## src/rtl/pipeline_hazard_ctrl_pkg.sv

```systemverilog
// Shared definitions for the pipeline stall/flush sequencer and the forwarding unit.
package pipe_ctrl_pkg;

  localparam int unsigned REG_AW_DEF       = 5;
  localparam int unsigned CNT_W_DEF        = 32;
  localparam int unsigned DMEM_TIMEOUT_DEF = 255;

  // Hazard priority, 1 = highest. The forwarding unit uses the same ordering.
  localparam int unsigned PRIO_DMEM    = 1;
  localparam int unsigned PRIO_BRANCH  = 2;
  localparam int unsigned PRIO_LOADUSE = 3;
  localparam int unsigned PRIO_IMEM    = 4;

  typedef enum logic {
    ST_RUN   = 1'b0,
    ST_DWAIT = 1'b1
  } ctrl_state_e;

  // Which rule won this cycle; encoding equals the priority rank.
  typedef enum logic [2:0] {
    HZ_NONE    = 3'd0,
    HZ_DMEM    = 3'(PRIO_DMEM),
    HZ_BRANCH  = 3'(PRIO_BRANCH),
    HZ_LOADUSE = 3'(PRIO_LOADUSE),
    HZ_IMEM    = 3'(PRIO_IMEM)
  } hazard_e;

  // One bundle of all pipeline-register controls.
  typedef struct packed {
    logic pc_write;
    logic ifid_write;
    logic ifid_flush;
    logic idex_write;
    logic idex_flush;
    logic exmem_write;
    logic memwb_write;
    logic memwb_flush;
  } ctrl_t;

endpackage

```

## src/rtl/pipeline_hazard_ctrl_if.sv

```systemverilog
// Bundle of pipeline status inputs, register controls and counters of the hazard controller.
//
// Control contract: a stage register holds when its Write is 0 and loads when it is 1.
// A Flush replaces the loaded value by a bubble and only acts together with Write=1
// (IF_IDFlush) or as a bubble insert at the register input (ID_EXFlush, MEM_WBFlush).
// All controls are combinational in the same cycle as the status that causes them.
interface pipeline_hazard_ctrl_if
  import pipe_ctrl_pkg::*;
#(
  parameter int REG_AW = REG_AW_DEF,
  parameter int CNT_W  = CNT_W_DEF
) ();

  logic [REG_AW-1:0] ID_rs1;
  logic [REG_AW-1:0] ID_rs2;
  logic              ID_UsesRs1;
  logic              ID_UsesRs2;
  logic [REG_AW-1:0] EX_rd;
  logic              EX_MemRead;
  logic              EX_BranchTaken;
  logic              MEM_MemReq;
  logic              MEM_MemReady;
  logic              IF_ImemReady;

  logic              PCWrite;
  logic              IF_IDWrite;
  logic              IF_IDFlush;
  logic              ID_EXWrite;
  logic              ID_EXFlush;
  logic              EX_MEMWrite;
  logic              MEM_WBWrite;
  logic              MEM_WBFlush;
  logic [CNT_W-1:0]  StallCycles;
  logic [CNT_W-1:0]  FlushCount;
  logic              DmemTimeoutErr;

  ctrl_state_e       dbg_state;
  hazard_e           dbg_hazard;

  modport master (
    output ID_rs1, ID_rs2, ID_UsesRs1, ID_UsesRs2, EX_rd, EX_MemRead,
           EX_BranchTaken, MEM_MemReq, MEM_MemReady, IF_ImemReady,
    input  PCWrite, IF_IDWrite, IF_IDFlush, ID_EXWrite, ID_EXFlush,
           EX_MEMWrite, MEM_WBWrite, MEM_WBFlush, StallCycles, FlushCount,
           DmemTimeoutErr, dbg_state, dbg_hazard
  );

  modport slave (
    input  ID_rs1, ID_rs2, ID_UsesRs1, ID_UsesRs2, EX_rd, EX_MemRead,
           EX_BranchTaken, MEM_MemReq, MEM_MemReady, IF_ImemReady,
    output PCWrite, IF_IDWrite, IF_IDFlush, ID_EXWrite, ID_EXFlush,
           EX_MEMWrite, MEM_WBWrite, MEM_WBFlush, StallCycles, FlushCount,
           DmemTimeoutErr, dbg_state, dbg_hazard
  );

endinterface

```

## src/rtl/pipeline_hazard_ctrl_sat_counter.sv

```systemverilog
// Up-counter that sticks at all-ones; clear wins over increment.
module sat_counter #(
  parameter int W = 32
) (
  input  logic         clk,
  input  logic         reset,
  input  logic         i_clear,
  input  logic         i_inc,
  output logic [W-1:0] o_count
);

  logic [W-1:0] r_count;

  // Count up on i_inc until all-ones, then hold.
  always_ff @(posedge clk) begin
    if (reset || i_clear) begin
      r_count <= '0;
    end else if (i_inc && (r_count != {W{1'b1}})) begin
      r_count <= r_count + W'(1);
    end
  end

  assign o_count = r_count;

endmodule

```

## src/rtl/pipeline_hazard_ctrl.sv

```systemverilog
// Stall/flush sequencer for the 5-stage pipeline: data-memory waits, branch
// redirects, load-use bubbles and instruction-memory waits, plus counters and
// a data-memory wait watchdog.
module pipeline_hazard_ctrl
  import pipe_ctrl_pkg::*;
#(
  parameter int REG_AW       = REG_AW_DEF,
  parameter int CNT_W        = CNT_W_DEF,
  parameter int DMEM_TIMEOUT = DMEM_TIMEOUT_DEF
) (
  input logic                  clk,
  input logic                  reset,
  pipeline_hazard_ctrl_if.slave bus
);

  localparam int WAIT_W = $clog2(DMEM_TIMEOUT + 1);
  localparam logic [WAIT_W-1:0] WAIT_LAST = WAIT_W'(DMEM_TIMEOUT - 1);

  ctrl_state_e       r_state;
  ctrl_state_e       w_state_nxt;
  ctrl_t             w_ctrl;
  hazard_e           w_hazard;
  logic              w_dmem_stall;
  logic              w_load_use;
  logic [REG_AW-1:0] w_ex_rd;
  logic [WAIT_W-1:0] w_wait_cnt;
  logic              r_err;

  assign w_ex_rd      = bus.EX_rd;
  assign w_dmem_stall = bus.MEM_MemReq & ~bus.MEM_MemReady;
  // x0 is never a real dependency, so a load to x0 never stalls.
  assign w_load_use   = bus.EX_MemRead && (w_ex_rd != '0) &&
                        ((bus.ID_UsesRs1 && (bus.ID_rs1 == w_ex_rd)) ||
                         (bus.ID_UsesRs2 && (bus.ID_rs2 == w_ex_rd)));

  // State register for the data-memory wait FSM.
  always_ff @(posedge clk) begin
    if (reset) begin
      r_state <= ST_RUN;
    end else begin
      r_state <= w_state_nxt;
    end
  end

  // Next state plus the priority-resolved stage controls.
  always_comb begin
    w_state_nxt = r_state;
    w_hazard    = HZ_NONE;
    w_ctrl      = '{pc_write: 1'b1, ifid_write: 1'b1, ifid_flush: 1'b0,
                    idex_write: 1'b1, idex_flush: 1'b0, exmem_write: 1'b1,
                    memwb_write: 1'b1, memwb_flush: 1'b0};

    case (r_state)
      ST_RUN:   if (w_dmem_stall) w_state_nxt = ST_DWAIT;
      ST_DWAIT: if (bus.MEM_MemReady) w_state_nxt = ST_RUN;
      default:  w_state_nxt = ST_RUN;
    endcase

    if (w_dmem_stall) begin
      // Freeze everything up to EX/MEM; a pending branch re-resolves after release.
      w_hazard           = HZ_DMEM;
      w_ctrl.pc_write    = 1'b0;
      w_ctrl.ifid_write  = 1'b0;
      w_ctrl.idex_write  = 1'b0;
      w_ctrl.exmem_write = 1'b0;
      w_ctrl.memwb_flush = 1'b1;
    end else if (bus.EX_BranchTaken) begin
      // Redirect wins over an imem wait; the squashed younger op cannot cause load-use.
      w_hazard          = HZ_BRANCH;
      w_ctrl.ifid_flush = 1'b1;
      w_ctrl.idex_flush = 1'b1;
    end else if (w_load_use) begin
      w_hazard          = HZ_LOADUSE;
      w_ctrl.pc_write   = 1'b0;
      w_ctrl.ifid_write = 1'b0;
      w_ctrl.idex_flush = 1'b1;
    end else if (!bus.IF_ImemReady) begin
      w_hazard          = HZ_IMEM;
      w_ctrl.pc_write   = 1'b0;
      w_ctrl.ifid_flush = 1'b1;
    end

    if (reset) begin
      w_ctrl = '0;
    end
  end

  sat_counter #(.W(CNT_W)) u_stall_cnt (
    .clk     (clk),
    .reset   (reset),
    .i_clear (1'b0),
    .i_inc   (~w_ctrl.pc_write),
    .o_count (bus.StallCycles)
  );

  sat_counter #(.W(CNT_W)) u_flush_cnt (
    .clk     (clk),
    .reset   (reset),
    .i_clear (1'b0),
    .i_inc   (w_hazard == HZ_BRANCH),
    .o_count (bus.FlushCount)
  );

  sat_counter #(.W(WAIT_W)) u_wait_cnt (
    .clk     (clk),
    .reset   (reset),
    .i_clear (r_state == ST_RUN),
    .i_inc   (r_state == ST_DWAIT),
    .o_count (w_wait_cnt)
  );

  // Sticky watchdog: set on the edge where the wait count reaches the limit.
  always_ff @(posedge clk) begin
    if (reset) begin
      r_err <= 1'b0;
    end else if ((r_state == ST_DWAIT) && (w_wait_cnt >= WAIT_LAST)) begin
      r_err <= 1'b1;
    end
  end

  assign bus.PCWrite        = w_ctrl.pc_write;
  assign bus.IF_IDWrite     = w_ctrl.ifid_write;
  assign bus.IF_IDFlush     = w_ctrl.ifid_flush;
  assign bus.ID_EXWrite     = w_ctrl.idex_write;
  assign bus.ID_EXFlush     = w_ctrl.idex_flush;
  assign bus.EX_MEMWrite    = w_ctrl.exmem_write;
  assign bus.MEM_WBWrite    = w_ctrl.memwb_write;
  assign bus.MEM_WBFlush    = w_ctrl.memwb_flush;
  assign bus.DmemTimeoutErr = r_err;
  assign bus.dbg_state      = r_state;
  assign bus.dbg_hazard     = w_hazard;

endmodule

```

## src/flat_wrapper.sv

```systemverilog
// flat-port wrapper written by rule: the top's interface ports become plain ports
module pipeline_hazard_ctrl_flat import pipe_ctrl_pkg::*;
#(
  parameter int REG_AW       = REG_AW_DEF,
  parameter int CNT_W        = CNT_W_DEF,
  parameter int DMEM_TIMEOUT = DMEM_TIMEOUT_DEF
)
  (clk, reset, bus_ID_rs1, bus_ID_rs2, bus_ID_UsesRs1, bus_ID_UsesRs2, bus_EX_rd, bus_EX_MemRead, bus_EX_BranchTaken, bus_MEM_MemReq, bus_MEM_MemReady, bus_IF_ImemReady, bus_PCWrite, bus_IF_IDWrite, bus_IF_IDFlush, bus_ID_EXWrite, bus_ID_EXFlush, bus_EX_MEMWrite, bus_MEM_WBWrite, bus_MEM_WBFlush, bus_StallCycles, bus_FlushCount, bus_DmemTimeoutErr, bus_dbg_state, bus_dbg_hazard);
  pipeline_hazard_ctrl_if #(.REG_AW(REG_AW), .CNT_W(CNT_W)) bus_i ();
  input logic clk;
  input logic reset;
  input wire logic [$bits(bus_i.ID_rs1)-1:0] bus_ID_rs1;
  input wire logic [$bits(bus_i.ID_rs2)-1:0] bus_ID_rs2;
  input wire logic [$bits(bus_i.ID_UsesRs1)-1:0] bus_ID_UsesRs1;
  input wire logic [$bits(bus_i.ID_UsesRs2)-1:0] bus_ID_UsesRs2;
  input wire logic [$bits(bus_i.EX_rd)-1:0] bus_EX_rd;
  input wire logic [$bits(bus_i.EX_MemRead)-1:0] bus_EX_MemRead;
  input wire logic [$bits(bus_i.EX_BranchTaken)-1:0] bus_EX_BranchTaken;
  input wire logic [$bits(bus_i.MEM_MemReq)-1:0] bus_MEM_MemReq;
  input wire logic [$bits(bus_i.MEM_MemReady)-1:0] bus_MEM_MemReady;
  input wire logic [$bits(bus_i.IF_ImemReady)-1:0] bus_IF_ImemReady;
  output wire logic [$bits(bus_i.PCWrite)-1:0] bus_PCWrite;
  output wire logic [$bits(bus_i.IF_IDWrite)-1:0] bus_IF_IDWrite;
  output wire logic [$bits(bus_i.IF_IDFlush)-1:0] bus_IF_IDFlush;
  output wire logic [$bits(bus_i.ID_EXWrite)-1:0] bus_ID_EXWrite;
  output wire logic [$bits(bus_i.ID_EXFlush)-1:0] bus_ID_EXFlush;
  output wire logic [$bits(bus_i.EX_MEMWrite)-1:0] bus_EX_MEMWrite;
  output wire logic [$bits(bus_i.MEM_WBWrite)-1:0] bus_MEM_WBWrite;
  output wire logic [$bits(bus_i.MEM_WBFlush)-1:0] bus_MEM_WBFlush;
  output wire logic [$bits(bus_i.StallCycles)-1:0] bus_StallCycles;
  output wire logic [$bits(bus_i.FlushCount)-1:0] bus_FlushCount;
  output wire logic [$bits(bus_i.DmemTimeoutErr)-1:0] bus_DmemTimeoutErr;
  output wire logic [$bits(bus_i.dbg_state)-1:0] bus_dbg_state;
  output wire logic [$bits(bus_i.dbg_hazard)-1:0] bus_dbg_hazard;
  assign bus_i.ID_rs1 = bus_ID_rs1;
  assign bus_i.ID_rs2 = bus_ID_rs2;
  assign bus_i.ID_UsesRs1 = bus_ID_UsesRs1;
  assign bus_i.ID_UsesRs2 = bus_ID_UsesRs2;
  assign bus_i.EX_rd = bus_EX_rd;
  assign bus_i.EX_MemRead = bus_EX_MemRead;
  assign bus_i.EX_BranchTaken = bus_EX_BranchTaken;
  assign bus_i.MEM_MemReq = bus_MEM_MemReq;
  assign bus_i.MEM_MemReady = bus_MEM_MemReady;
  assign bus_i.IF_ImemReady = bus_IF_ImemReady;
  assign bus_PCWrite = bus_i.PCWrite;
  assign bus_IF_IDWrite = bus_i.IF_IDWrite;
  assign bus_IF_IDFlush = bus_i.IF_IDFlush;
  assign bus_ID_EXWrite = bus_i.ID_EXWrite;
  assign bus_ID_EXFlush = bus_i.ID_EXFlush;
  assign bus_EX_MEMWrite = bus_i.EX_MEMWrite;
  assign bus_MEM_WBWrite = bus_i.MEM_WBWrite;
  assign bus_MEM_WBFlush = bus_i.MEM_WBFlush;
  assign bus_StallCycles = bus_i.StallCycles;
  assign bus_FlushCount = bus_i.FlushCount;
  assign bus_DmemTimeoutErr = bus_i.DmemTimeoutErr;
  assign bus_dbg_state = bus_i.dbg_state;
  assign bus_dbg_hazard = bus_i.dbg_hazard;
  pipeline_hazard_ctrl #(.REG_AW(REG_AW), .CNT_W(CNT_W), .DMEM_TIMEOUT(DMEM_TIMEOUT)) u_core (.clk(clk), .reset(reset), .bus(bus_i));
endmodule
```

## config.mk

```make
export PLATFORM = sky130hd
export DESIGN_NAME = pipeline_hazard_ctrl_flat
export DESIGN_NICKNAME = d
export VERILOG_FILES = /design/src/rtl/pipeline_hazard_ctrl_pkg.sv /design/src/rtl/pipeline_hazard_ctrl_if.sv /design/src/rtl/pipeline_hazard_ctrl_sat_counter.sv /design/src/rtl/pipeline_hazard_ctrl.sv /design/src/flat_wrapper.sv
export SDC_FILE = /design/constraint.sdc
export NUM_CORES = 1
export LEC_CHECK = 0
export CAP_MARGIN = 20
export CORE_UTILIZATION = 30
export CTS_CLUSTER_DIAMETER = 50
export DETAILED_ROUTE_END_ITERATION = 6
export PLACE_DENSITY = 0.62
export SYNTH_ARGS = -nofsm -noshare
export SYNTH_HDL_FRONTEND = slang
export SYNTH_HIERARCHICAL = 1
export SYNTH_SLANG_ARGS = --single-unit
```

## constraint.sdc

```tcl
create_clock -name clk -period 3.4 [get_ports clk]
set_clock_uncertainty 0.1 [all_clocks]
set_input_delay 0.34 -clock clk [delete_from_list [all_inputs] [get_ports clk]]
set_output_delay 0.34 -clock clk [all_outputs]
set_load 0.01 [all_outputs]
```

==> flow_metrics.tcl <==
set metrics [dict create \
    io_pins 101 \
    switching_share_pct 21.5 \
    cts_buffer_depth 2 \
    power_density_nw_per_um2 355 \
    pwr-share-seq_pct 44.4 \
    design.die.area_sq_um 14200 \
    port_buffers 100 \
    final_cells 752 \
    hold_viol 0 \
    synthDistinctLibCells 56 \
    slew_violations 0 \
    ys_seq_area_share_pct 35.9 \
    pwr-share-comb_pct 6.9 \
    period_needed_ps 2940 \
    drt-total-wl_um 10700 \
    dpl.hpwl_um 7880 \
    cts_buffers 9 \
    reg2reg_depth 6 \
    cts_root_buf "clkbuf_16" \
    crit_slowest_cell "clkdlybuf4s50_1" \
    vias_per_cell 5.37 \
    vias 4037 \
    leakage_nw 1.60 \
    ys_top_cells_by_area "dfxtp_1 (36%), a21oi_1 (6.1%), or3_1 (4.9%), or4_1 (3.5%), nand4_1 (3.3%)" \
    synth_seq_cells 74 \
    overflow 0 \
    clk_latency_ps 340 \
    cts_max_level 3 \
    switching_power_mw 0.424 \
    postRouteAntennaNets 0 \
    cp_max_fo 7 \
    cts_sinks 74 \
    crit_top_cell "clkdlybuf4s50_1" \
    layout-drive-gt1-share_pct 13.5 \
    slew_headroom_pct 41.1 \
    worstSetupPathType "in -> out" \
    syn_to_final_growth_pct 34.4 \
    first_global_vias 3816 \
    startpoint "bus_EX_rd[2]" \
    dpl.cell_count 736 \
    ys.warnings.count 6 \
    hold_slack_ps 385 \
    clkTransAtPathRegs_ps 50 \
    tightest_slew_ps 884 \
    ys.flop_type "dfxtp_1" \
    drtIter0Drc 178 \
    arrival_ps 2500 \
    cp_cell_sequence "clkdlybuf4s50_1 > xnor2_1 > nand4_1 > o22ai_1 > o211ai_4 > buf_4 > a21boi_1 > clkdlybuf4s50_1" \
    post-synth-top-area-cell "dfxtp_1" \
    p_int_mw 1.54 \
    r2r_end "u_core/u_flush_cnt/o_count[1]" \
    reg2reg_slack_ps 980 \
    path_buf_inv 3 \
    layout.nets 598 \
    antenna_cells 0 \
    die_w_um 119 \
    grt_max_degree 33 \
    cts_hold_buf 0 \
    start_util_pct 30.9 \
    dr.pass1.iters 4 \
    yosys.area.top_type_share_pct 35.9 \
    hold_path.class "reg -> reg" \
    wl_per_cell_um 14.2 \
    required_ps 2960 \
    fin_tns_setup_ps 0 \
    design_power_total_mw 1.97 \
    die_h_um 119 \
    coreArea_sq_um 13300 \
    endpoint "bus_ID_EXFlush" \
    status "finished, final reports clean" \
    synth_cells 472 \
    finalCritPeriodShare_pct 86.5 \
    synth_edf_count 0 \
    critPathMaxStageDelay_ps 590 \
    end_kind "output pin" \
    cts_tree "yes" \
    syn_area_per_cell_sq_um 8.74 \
    critPathLaunchType "input port" \
    vdd_drop_max_v 0.000191 \
    p_clk_share_pct 48.7 \
    grt_pass1_wl_um 17800 \
    route.detailed.drc 0 \
    async_flop_share_pct 0 \
    rr_startpoint "u_core/u_flush_cnt/o_count[0]" \
    grtUsageTotal_pct 15.6 \
    synthTopCellsByCount "dfxtp_1 (74), a21oi_1 (50), nand2_1 (34), or3_1 (32), nand3_1 (24)" \
    rows 42 \
    place_congestion 0.865 \
    cts_resized 0 \
    rsz0062_at_grt "no" \
    postCtsSetupBuffers 0 \
    cp.depth 8 \
    synth_area_sq_um 4130 \
    drv_cap 0 \
    crit_family "buffers and inverters" \
    synth_most_common_cell "dfxtp_1" \
    max_freq_mhz 340 \
    setup_viol 0 \
    grt_antenna_before_repair 0 \
]
==> area by class of cell <==
| cell class | count | area [sq um] |
|---|---|---|
| clock buffer | 14 | 264 |
| clock inverter | 2 | 35.0 |
| fill | 1370 | 7800 |
| inverter | 12 | 45.0 |
| multi-input combinational | 369 | 2460 |
| sequential | 74 | 1480 |
| tap | 176 | 220 |
| timing repair buffer | 105 | 1040 |
==> placed cells by master, fill, tap and decap left out, types with 3 or more instances in the layout <==
master	n
a21oi_2	14
and4_1	9
or4_4	3
ha_1	3
or3_2	9
buf_4	5
clkbuf_1	3
and4_4	4
inv_1	12
or2_2	3
o21ai_0	21
mux2i_1	6
nand2_1	34
or4_1	19
nand4_1	22
clkbuf_16	9
or3_1	32
o31ai_4	4
dfxtp_1	74
o21ai_1	17
nand2_2	4
and4_2	3
xnor2_1	12
clkdlybuf4s50_1	100
nor2_1	16
and3_2	4
o31ai_1	18
a21oi_1	50
nand3_1	24
==> power groups by stage <==
stage | clock [mW] | combinational [mW] | sequential [mW]
6_report | 0.959 | 0.135 | 0.875
4_1_cts | 0.997 | 0.136 | 0.874
5_1_grt | 1.03 | 0.145 | 0.875
2_1_floorplan | 0 | 0.0687 | 0.894
3_5_place_dp | 0 | 0.136 | 0.893
3_3_place_gp | 0 | 0.132 | 0.893
==> flip-flops by register name, summed over array words and instances, names as in the netlist <==
register                    cells
u_core/bus.DmemTimeoutErr       1
u_core/u_stall_cnt/o_count     32
u_core/bus.dbg_state            1
u_core/u_flush_cnt/o_count     32
u_core/u_wait_cnt/o_count       8
==> worst min path at each step <==
stage                              start                        end  slack [ps]  cells after the start
6_report       u_core/bus.DmemTimeoutErr  u_core/bus.DmemTimeoutErr         380                      2
5_1_grt        u_core/bus.DmemTimeoutErr  u_core/bus.DmemTimeoutErr         410                      2
4_1_cts        u_core/bus.DmemTimeoutErr  u_core/bus.DmemTimeoutErr         390                      2
3_5_place_dp   u_core/bus.DmemTimeoutErr  u_core/bus.DmemTimeoutErr         380                      2
3_3_place_gp   u_core/bus.DmemTimeoutErr  u_core/bus.DmemTimeoutErr         360                      2
2_1_floorplan                      reset  u_core/bus.DmemTimeoutErr         310                      1
==> per-stage QoR <==
stage / setup slack (ps) / util, % / cell area [sq um]
4_1_cts: 462 / 41.5 / 5540
2_1_floorplan: 759 / - / 4130
3_3_place_gp: 293 / 39.3 / 5250
5_1_grt: 363 / 41.5 / 5540
6_report: 459 / 41.5 / 5540
3_5_place_dp: 183 / 39.3 / 5250
==> layer usage <==
metal	up-vias	GRT usage [%]	part of all wire, %
met3	19	5.80	7.2
met5	-	0	0
met2	115	26.2	47
met1	1900	17.6	43
li1	2003	-	-
met4	0	6.72	2.5
==> kinds of logic (layout without fill, tap and decap cells) <==
group | Yosys count | after routing | share of synthesized area, %
buffers and inverters | 30 | 133 | 4.55
other | 1 | 2 | 0.0909
and+or+nand+nor | 204 | 204 | 30.6
xor gates and xnor gates | 14 | 14 | 2.97
muxes | 6 | 6 | 1.46
AOI/OAI and AO/OA | 140 | 140 | 23.5
DFF | 74 | 74 | 35.9
adders and majority gates | 3 | 3 | 0.910
==> tightest hold or removal path: cells and delay by family (launching register included) <==
family           cells  cell delay (ps)
flip-flops           1              330
AND/OR/NAND/NOR      2              120
Power figures use the tool's default switching activity.
